--- config.mk ---
export PLATFORM = sky130hd
export DESIGN_NAME = alu_rr_sched
export DESIGN_NICKNAME = d
export VERILOG_FILES = /design/src/rtl/alu_rr_sched.sv
export SDC_FILE = /design/constraint.sdc
export NUM_CORES = 1
export LEC_CHECK = 0
export ABC_AREA = 1
export BUFFER_PORTS_ARGS = -buffer_cell sky130_fd_sc_hd__buf_2
export CAP_MARGIN = 20
export CORE_UTILIZATION = 46
export DETAILED_ROUTE_END_ITERATION = 16
export PLACE_DENSITY_LB_ADDON = 0.25
export SLEW_MARGIN = 5
export SYNTH_ARGS = -nofsm -noshare
export SYNTH_HDL_FRONTEND = slang
export SYNTH_SLANG_ARGS = --single-unit
--- constraint.sdc ---
create_clock -name clk -period 3.05 [get_ports clk]
set_input_delay 0.305 -clock clk [delete_from_list [all_inputs] [get_ports clk]]
set_output_delay 0.305 -clock clk [all_outputs]
set_load 0.05 [all_outputs]
--- src/rtl/alu_rr_sched.sv ---
// Two-requester scheduler sharing one 4-bit ALU (add/sub/shl/and), with a tagged response channel.
// Define ALU_SCHED_FIXED_PRIO_EN for fixed priority (requester 0 wins ties); default is round-robin.
module alu_rr_sched #(
    parameter int DATA_W = 4,
    parameter int CNT_W  = 8
) (
    input  logic              clk,
    input  logic              rst_n,
    input  logic [1:0]        req_valid,
    output logic [1:0]        req_ready,
    input  logic [DATA_W-1:0] req_a0,
    input  logic [DATA_W-1:0] req_b0,
    input  logic [1:0]        req_op0,
    input  logic [DATA_W-1:0] req_a1,
    input  logic [DATA_W-1:0] req_b1,
    input  logic [1:0]        req_op1,
    output logic              rsp_valid,
    input  logic              rsp_ready,
    output logic [DATA_W-1:0] rsp_data,
    output logic              rsp_src,
    output logic              busy,
    output logic [CNT_W-1:0]  cnt0,
    output logic [CNT_W-1:0]  cnt1
);

    localparam logic [1:0] IDLE = 2'd0;
    localparam logic [1:0] EXEC = 2'd1;
    localparam logic [1:0] RESP = 2'd2;

    localparam logic [DATA_W-1:0] SHIFT_LIM = DATA_W'(DATA_W);

    localparam logic [1:0] OP_ADD = 2'b00;
    localparam logic [1:0] OP_SUB = 2'b01;
    localparam logic [1:0] OP_SHL = 2'b10;
    localparam logic [1:0] OP_AND = 2'b11;

    logic [1:0]        state;
    logic [DATA_W-1:0] lat_a;
    logic [DATA_W-1:0] lat_b;
    logic [1:0]        lat_op;
    logic              lat_src;
    logic [1:0]        grant;
    logic [DATA_W-1:0] alu_y;

`ifdef ALU_SCHED_FIXED_PRIO_EN
    always_comb begin
        grant = '0;
        if (state == IDLE) begin
            if (req_valid[0]) begin
                grant = 2'b01;
            end else if (req_valid[1]) begin
                grant = 2'b10;
            end
        end
    end
`else
    logic last_grant;

    // On a tie the requester that did not win last time is served.
    always_comb begin
        grant = '0;
        if (state == IDLE) begin
            case (req_valid)
                2'b01:   grant = 2'b01;
                2'b10:   grant = 2'b10;
                2'b11:   grant = last_grant ? 2'b01 : 2'b10;
                default: grant = '0;
            endcase
        end
    end

    always_ff @(posedge clk) begin
        if (!rst_n) begin
            last_grant <= 1'b1;
        end else if (|grant) begin
            last_grant <= grant[1];
        end
    end
`endif

    assign req_ready = grant;

    always_comb begin
        alu_y = '0;
        case (lat_op)
            OP_ADD:  alu_y = lat_a + lat_b;
            OP_SUB:  alu_y = lat_a - lat_b;
            OP_SHL:  alu_y = (lat_b >= SHIFT_LIM) ? '0 : (lat_a << lat_b);
            OP_AND:  alu_y = lat_a & lat_b;
            default: alu_y = '0;
        endcase
    end

    always_ff @(posedge clk) begin
        if (!rst_n) begin
            state    <= IDLE;
            lat_a    <= '0;
            lat_b    <= '0;
            lat_op   <= '0;
            lat_src  <= 1'b0;
            rsp_data <= '0;
            rsp_src  <= 1'b0;
            cnt0     <= '0;
            cnt1     <= '0;
        end else begin
            case (state)
                IDLE: begin
                    if (|grant) begin
                        lat_a   <= grant[1] ? req_a1  : req_a0;
                        lat_b   <= grant[1] ? req_b1  : req_b0;
                        lat_op  <= grant[1] ? req_op1 : req_op0;
                        lat_src <= grant[1];
                        state   <= EXEC;
                    end
                end
                EXEC: begin
                    rsp_data <= alu_y;
                    rsp_src  <= lat_src;
                    state    <= RESP;
                end
                RESP: begin
                    if (rsp_ready) begin
                        if (rsp_src) begin
                            cnt1 <= cnt1 + CNT_W'(1);
                        end else begin
                            cnt0 <= cnt0 + CNT_W'(1);
                        end
                        state <= IDLE;
                    end
                end
                default: state <= IDLE;
            endcase
        end
    end

    assign rsp_valid = (state == RESP);
    assign busy      = (state != IDLE);

endmodule
==> Word-level counts from Yosys, hierarchy flattened <==
Index checks and enable logic that the tools add are counted.
{ "totals": {"ff_bits": 35, "in_bits": 25, "out_inout_bits": 25, "wordCells": 47} }
{ "classes": {"n_addsub": 4, "n_lt_le_gt_ge": 1, "n_eq_ne": 10, "n_shift": 1, "muxes": 11, "bitwise_logic": 2, "n_reduce_logical": 8} }
{ "ops": {"columns": ["cell", "n"], "rows": [
  ["$add 8x1->8 const B", 2],
  ["$pmux 4 s4", 1],
  ["$mux 4", 3],
  ["$pmux 2 s3", 2],
  ["$eq 2x2->1 const B", 5],
  ["$mux 2", 5],
  ["$eq 2x1->1 const B", 3],
  ["$reduce_and 3->1", 2],
  ["$add 4x4->4", 1],
  ["$and 4x4->4", 1],
  ["$ge 4x3->1 const B", 1],
  ["$logic_not 2->1", 2],
  ["$ne 2x1->1 const B", 2],
  ["$reduce_and 2->1", 2],
  ["$shl 4x4->4", 1],
  ["$sub 4x4->4", 1],
  ["$reduce_bool 2->1", 1],
  ["$reduce_or 2->1", 1],
  ["$not 1->1", 1]
]} }

==> Depth between registers and ports, before layout <==
Gate-level depths: netlist of the first run.
{ "depth": {"depth_word": 6, "ltp_mapped": 13, "mapped_depth_nobuf": 13} }

==> Least setup slack after synthesis of the first run <==
No wires, ideal clock.
{ "synth_timing": {"kind": "reg-to-reg", "startpoint": "reg lat_b[0]", "endpoint": "reg rsp_data[2]", "setup_time_ps": 115, "t_arrival_ps": 1823, "t_required_ps": 2935, "setup_slack_ps": 1112, "path_stages_with_launch": 11, "n_path_buf": 0, "period_less_slack_ps": 1938, "path_cell_list": "dfxtp_1 -> inv_1 -> ha_1 -> nand2_1 -> o21ai_0 -> fa_1 -> xnor2_1 -> nand2_1 -> nand3_1 -> o21ai_0 -> inv_1"} }
{ "synth_via": {"elab_chain_len": 3, "word_cells_on_any_way": 6, "cone_classes": "2 x add/sub; 1 x order compare; 1 x shift; 2 x mux"} }
{ "synth_lines": {"columns": ["element", "line", "source"], "rows": [
  ["from (decl)", "39", "logic [DATA_W-1:0] lat_b;"],
  ["from (signal assigned)", "110", "lat_b <= grant[1] ? req_b1 : req_b0;"],
  ["$ge 4x3->1 / $shl 4x4->4 (equally long branches)", "88", "OP_SHL: alu_y = (lat_b >= SHIFT_LIM) ? '0 : (lat_a << lat_b);"],
  ["$mux 4", "88", null],
  ["$pmux 4 s4 *", "85", "case (lat_op)"],
  ["to (signal assigned)", "117", "rsp_data <= alu_y;"],
  ["to (decl)", "19", "output logic [DATA_W-1:0] rsp_data,"]
]} }
Every way passes the cells marked *; elsewhere a longest branch is shown, timed or not.
A chain may end at the register's enable or synchronous reset.

==> Final worst setup path of the first run <==
{ "layout_timing": {"startpoint": "reg state[0]", "endpoint": "out req_ready[1]"} }
{ "layout_via": {"elab_chain_len": 2} }
{ "layout_lines": {"columns": ["element", "line", "source"], "rows": [
  ["from (decl)", "37", "logic [1:0] state;"],
  ["from (signal assigned)", "96", "state <= IDLE;"],
  ["from (signal assigned)", "113", "state <= EXEC;"],
  ["from (signal assigned)", "119", "state <= RESP;"],
  ["$logic_not 2->1", "62", "if (state == IDLE) begin"],
  ["$mux 2", "62", null],
  ["to (decl)", "10", "output logic [1:0] req_ready,"]
]} }
Every way passes these cells.

==> flow_summary.ini, run 1 <==
[finish]
area_delta_synth_final_pct = 18.8
num-fill-cells = 404
fin_nets = 358
drive_gt1_share_pct = 23.3
finish.instance_area_um2 = 2310
diodes = 0

[timing]
worst_slack_ns = 0.913
setup_viol = 0
period_share_pct = 70.1
fmax_mhz = 468
fin_tns_setup_ns = 0
rsz0062_at_grt = no
min_period_ns = 2.14
relSlewSlack_pct = 63.1
hold_viol = 0
tightest_slew_ns = 0.551
slew_violations = 0
finClkSkew_ns = 0.0101

[power]
p_total_uw = 1140
powerDensity_nw_per_um2 = 494
vdd_ir_drop_max_v = 0.000286
power_leakage_uw = 0.00108

[status]
status = complete, no violations

[global_route]
overflow = 0
grt_pass1_wl_um = 7010
antenna_found_initial = 0
grt_max_degree = 20
grt_pass1_vias = 1634
grt_usage_pct = 20.5

[cts]
cts_max_path_buffers = 2
holdBufCountCts = 0
cts_root_buf = clkbuf_8
cts_resized = 0
htreeDepth = 2
cts_buffers = 5
cts_tree = done
path_clk_slew_ns = 0.07
post_cts_buffers = 0
clock_sinks = 35
clock_latency_ns = 0.29

[synthesis]
ys.warnings.count = 0
synth_fa_ha_area_share_pct = 5.53
syn_area_per_cell_um2 = 7.11
synth_seq_area_share_pct = 36.0
synth-simple-area-share_pct = 29.2
yosys_register_bits = 35
synth_mux_area_share_pct = 0
synth_top_family_by_area = simple AND/OR/NAND/NOR gates
synth_area_um2 = 1950
synthXorXnorAreaFrac_pct = 1.80
syn_nets = 307
syn_inst = 274
synth_compound_area_share_pct = 18.2
synth_cell_type_count = 35

[placement]
io_buffers = 49
place_area_um2 = 2230
pre_cts_ws_ns = 0.948
routabilityCongestion = 0.864
hpwl_um = 3170

[hold_path]
hold_path_end = lat_b[2]
hold_start = req_b1[2]
whs_path_depth = 3
hp-class = in2reg

[route]
wl_per_cell_um = 10.8
drt_iter0_markers = 54
wirelength_um = 4060
drc = 0
vias_per_cell = 5.01
drtPass1Iterations = 5
num_vias = 1884
ant_nets = 0

[critical_path]
reg2reg_slack_ns = 0.94
cp.required_ns = 2.74
critPathLaunchType = flop
r2r_cells = 10
crit_fanout = 13
slowest_stage = nand3_1
end_kind = output port
path_cells = nor2_2 -> nand3_1 -> inv_2 -> buf_2
worst_path_largest_cell_delay_ns = 0.39
r2r-end = rsp_data[2]
timing.rr.start = lat_b[0]
criticalPathCategory = reg2out
worst_ep_arrival_time_ns = 1.83

[die]
die-area_um2 = 4500
core_area_um2 = 4030
die_width_um = 67.1
placementRows = 23
start_util_pct = 48.3
die-height_um = 67.1
io-pin-count = 50

[run]
drv_cap = 0
[flip-flops by register name (all words and copies together) (netlist names)]
signal	flops
cnt0	8
cnt1	8
lat_a	4
lat_b	4
rsp_data	4
lat_op	2
state	2
last_grant	1
lat_src	1
rsp_src	1
[through the flow]
stage | hold slack (ns) | utilization (%) | instances
finish | 0.269 | 57.4 | 376
global route | 0.279 | 57.4 | 376
CTS | 0.268 | 57.4 | 376
detailed placement | 0.450 | 55.3 | 368
global placement | 0.446 | 55.3 | 368
floorplan | 0.437 | - | 274
[synth_stat cells, drive strengths merged]
| cell | number | area share (%) |
|---|---|---|
| o21a | 1 | 0.39 |
| dfxtp | 35 | 36 |
| nand4 | 2 | 0.64 |
| nor3 | 5 | 1.5 |
| fa | 1 | 1.0 |
| clkinv | 1 | 0.19 |
| xor2 | 3 | 1.3 |
| o32ai | 8 | 3.6 |
| xnor2 | 1 | 0.45 |
| inv | 39 | 7.6 |
| nand3b | 2 | 0.77 |
| nor4 | 1 | 0.32 |
| buf | 4 | 1.2 |
| clkbuf | 1 | 0.19 |
| o211ai | 1 | 0.39 |
| nand3 | 13 | 4.6 |
| nor2 | 36 | 8.7 |
| a31oi | 5 | 1.6 |
| o21ai | 28 | 7.4 |
| ha | 7 | 4.5 |
| a21oi | 18 | 4.8 |
| nand2 | 62 | 13 |
[area by class of cell]
cell class / count / area, um^2 / share of cell area, %
Clock buffer: 6 / 72.6 / 3.14
Clock inverter: 2 / 12.5 / 0.541
Inverter: 40 / 153 / 6.60
Multi-Input combinational cell: 194 / 1070 / 46.1
Sequential cell: 35 / 701 / 30.3
Tap cell: 50 / 62.6 / 2.71
Timing Repair Buffer: 49 / 245 / 10.6
[critical path: cells and delay by family, from the launching register on]
kind          cells  cell delay, ns
buf+inv           2            0.62
simple gates      2            0.58
flops             1            0.35
[routing by layer]
metal  vias to the layer above  wire length, um  track usage [%]
li1                       1004                -                -
met1                       826             1960             24.9
met2                        52             1900             35.3
met3                         2              177             5.14
met4                         0               14             5.59
met5                         -                0                0
[power by group]
group	internal [uW]	switching (uW)	total, uW
Clock	159	164	323
Combinational	99.9	201	301
Sequential	487	30.1	517
Total	747	395	1140
[cell families after synthesis]
kind of cell	count (synthesis)
DFF	35
adders and majority gates	8
buffers and inverters	45
and+or+nand+nor	121
AOI/OAI and AO/OA	61
xor gates and xnor gates	4
[placed cells by master, fill, tap and decap left out, drive strengths merged]
cell / Yosys / layout
clkinvlp: 0 / 1
nor2: 36 / 36
o21a: 1 / 1
o211ai: 1 / 1
o21ai: 28 / 28
inv: 39 / 39
nor4: 1 / 1
ha: 7 / 7
clkinv: 1 / 2
xnor2: 1 / 1
nor3: 5 / 5
dfxtp: 35 / 35
nand4: 2 / 2
nand3b: 2 / 2
a21oi: 18 / 18
a31oi: 5 / 5
nand2: 62 / 62
clkbuf: 1 / 6
fa: 1 / 1
o32ai: 8 / 8
nand3: 13 / 13
xor2: 3 / 3
buf: 4 / 49
[worst max path at each step]
| stage | slack (ns) | cells past startpoint | endpoint | from |
|---|---|---|---|---|
| after floorplan | 1.11 | 10 | rsp_data[2] | lat_b[0] |
| after global placement | 1.01 | 10 | rsp_data[2] | lat_b[0] |
| after detailed placement | 0.95 | 10 | rsp_data[2] | lat_b[0] |
| after CTS | 0.89 | 4 | req_ready[1] | state[0] |
| after global routing | 0.71 | 10 | rsp_data[2] | lat_b[0] |
| final | 0.91 | 4 | req_ready[1] | state[0] |
No activity file was read; power rests on OpenSTA's default activity.
==> run 2, diff against run 1 <==
==> constraint.sdc (replaced) <==
create_clock -name clk -period 1.9 [get_ports clk]
set_input_delay 0.19 -clock clk [delete_from_list [all_inputs] [get_ports clk]]
set_output_delay 0.19 -clock clk [all_outputs]
set_load 0.05 [all_outputs]
==> run 2 against run 1 <==
  * Count of clock-buffer cells in the layout is 1 higher
  * Non-clock buffer count is 8 higher
  * Sequential power up 59%
  * Critical path type is now reg2reg
  * Largest cell class unchanged
==> flow_summary.ini, run 2 (synthesis gave the netlist of run 1 again) <==
[status]
status = complete, no violations

[critical_path]
slowest_stage = fa_1
end_kind = flop
criticalPathCategory = reg2reg
worst_ep_arrival_time_ns = 1.95
crit_fanout = 2
path_cells = inv_1 -> ha_1 -> nand2_1 -> o21ai_1 -> fa_1 -> xnor2_1 -> nand2_1 -> nand3_1 -> o21ai_1 -> inv_1
worst_path_largest_cell_delay_ns = 0.42
cp.required_ns = 2.08
critPathLaunchType = flop

[cts]
post_cts_buffers = 0
cts_max_path_buffers = 2
clock_sinks = 35
cts_tree = done
cts_buffers = 5
htreeDepth = 2
cts_root_buf = clkbuf_8
clock_latency_ns = 0.28
path_clk_slew_ns = 0.07

[placement]
place_area_um2 = 2290
io_buffers = 49
routabilityCongestion = 0.878
hpwl_um = 3360
dp_cells = 376

[power]
vdd_ir_drop_max_v = 0.000350
powerDensity_nw_per_um2 = 786
power_leakage_uw = 0.00112
p_total_uw = 1870

[die]
placementRows = 23
io-pin-count = 50
die_width_um = 67.1
die-area_um2 = 4500
start_util_pct = 48.3
core_area_um2 = 4030
die-height_um = 67.1

[route]
vias_per_cell = 4.94
drt_iter0_markers = 91
num_vias = 1896
wirelength_um = 4300
drtPass1Iterations = 4
wl_per_cell_um = 11.2
ant_nets = 0
drc = 0

[global_route]
grt_pass1_vias = 1692
grt_usage_pct = 21.8
grt_pass1_wl_um = 7230
antenna_found_initial = 0
overflow = 0
grt_max_degree = 19

[finish]
fin_nets = 366
most-common-layout-cells = nand2_1 (59), buf_2 (49), dfxtp_1 (34)
instances_no_fill = 384
reg_top3 = cnt0: 8 flops, cnt1: 8 flops
multi_input_area_um2 = 1070
area_delta_synth_final_pct = 21.9
num-fill-cells = 386
finish.instance_area_um2 = 2370
seq_area_um2 = 702
final_common_cell = nand2_1
diodes = 0
drive_gt1_share_pct = 25.4
final_util_pct = 58.9

[timing]
fmax_mhz = 566
slew_violations = 0
relSlewSlack_pct = 62.8
setup_viol = 0
hold_viol = 0
fin_tns_setup_ns = 0
period_share_pct = 93.0
finClkSkew_ns = 0.00457
tightest_slew_ns = 0.555
min_period_ns = 1.77
rsz0062_at_grt = yes

[run]
drv_cap = 0

[hold_path]
hp-class = in2reg
[run 2: cell count changes in the layout (fill, tap and decap cells not counted)]
cell        delta
nor2_1         -1
clkinvlp_4     -1
dfxtp_2        +1
o21ai_1        +2
o21ai_0        -2
nor2_2         +1
clkbuf_1       +1
dfxtp_1        -1
buf_4          +8
[run 2: critical path, delay by kind of cell (launching register included)]
family / cells / cell delay [ns]
fa+ha+maj: 2 / 0.71
xor+xnor: 1 / 0.14
simple gates: 3 / 0.20
flops: 1 / 0.32
buf+inv: 2 / 0.09
compound gates: 2 / 0.21
[run 2: layout make-up]
cell class              count  share of cell area, %
repair buffers             57                   12.9
clock inverters             1                  0.211
clock buffers               7                   3.22
flip-flops and latches     35                   29.6
well taps                  50                   2.64
multi-input cells         194                   45.0
inverters                  40                   6.43
[run 2: per-layer routing]
layer / GRT usage, % / share of wire, % / up-vias
li1: - / - / 1016
met1: 24.8 / 46 / 809
met2: 37.8 / 47 / 64
met3: 4.79 / 5.8 / 7
met4: 10.4 / 1.8 / 0
met5: 0 / 0 / -
[run 2: metrics by stage]
step	setup slack [ns]	hold WS (ns)
floorplan	0.0357	0.328
global placement	0.0954	0.447
detailed placement	0.0624	0.448
CTS	0.0407	0.153
global route	-0.0454	0.176
finish	0.133	0.165
[run 2: timing repair]
item                                    in CTS  in global routing
endpoints found under the setup margin       0                  2
resized for setup                            0                  3
hold endpoints to repair                     0                  0
hold buffers                                 0                  0
[run 2: final timing paths]
check	endpoint	startpoint	slack (ns)	cells after the start
setup / recovery	rsp_data[2]	lat_b[0]	0.13	10
hold / removal	lat_b[1]	req_b1[1]	0.17	3
setup reg to reg	rsp_data[2]	lat_b[0]	0.13	10
hold reg to reg	lat_src	lat_src	0.46	2
[run 2: power breakdown]
part,leakage (uW),internal [uW],switching (uW)
logic,0.000794,185,344
clock network,0.0000422,257,257
registers,0.000286,783,40.1
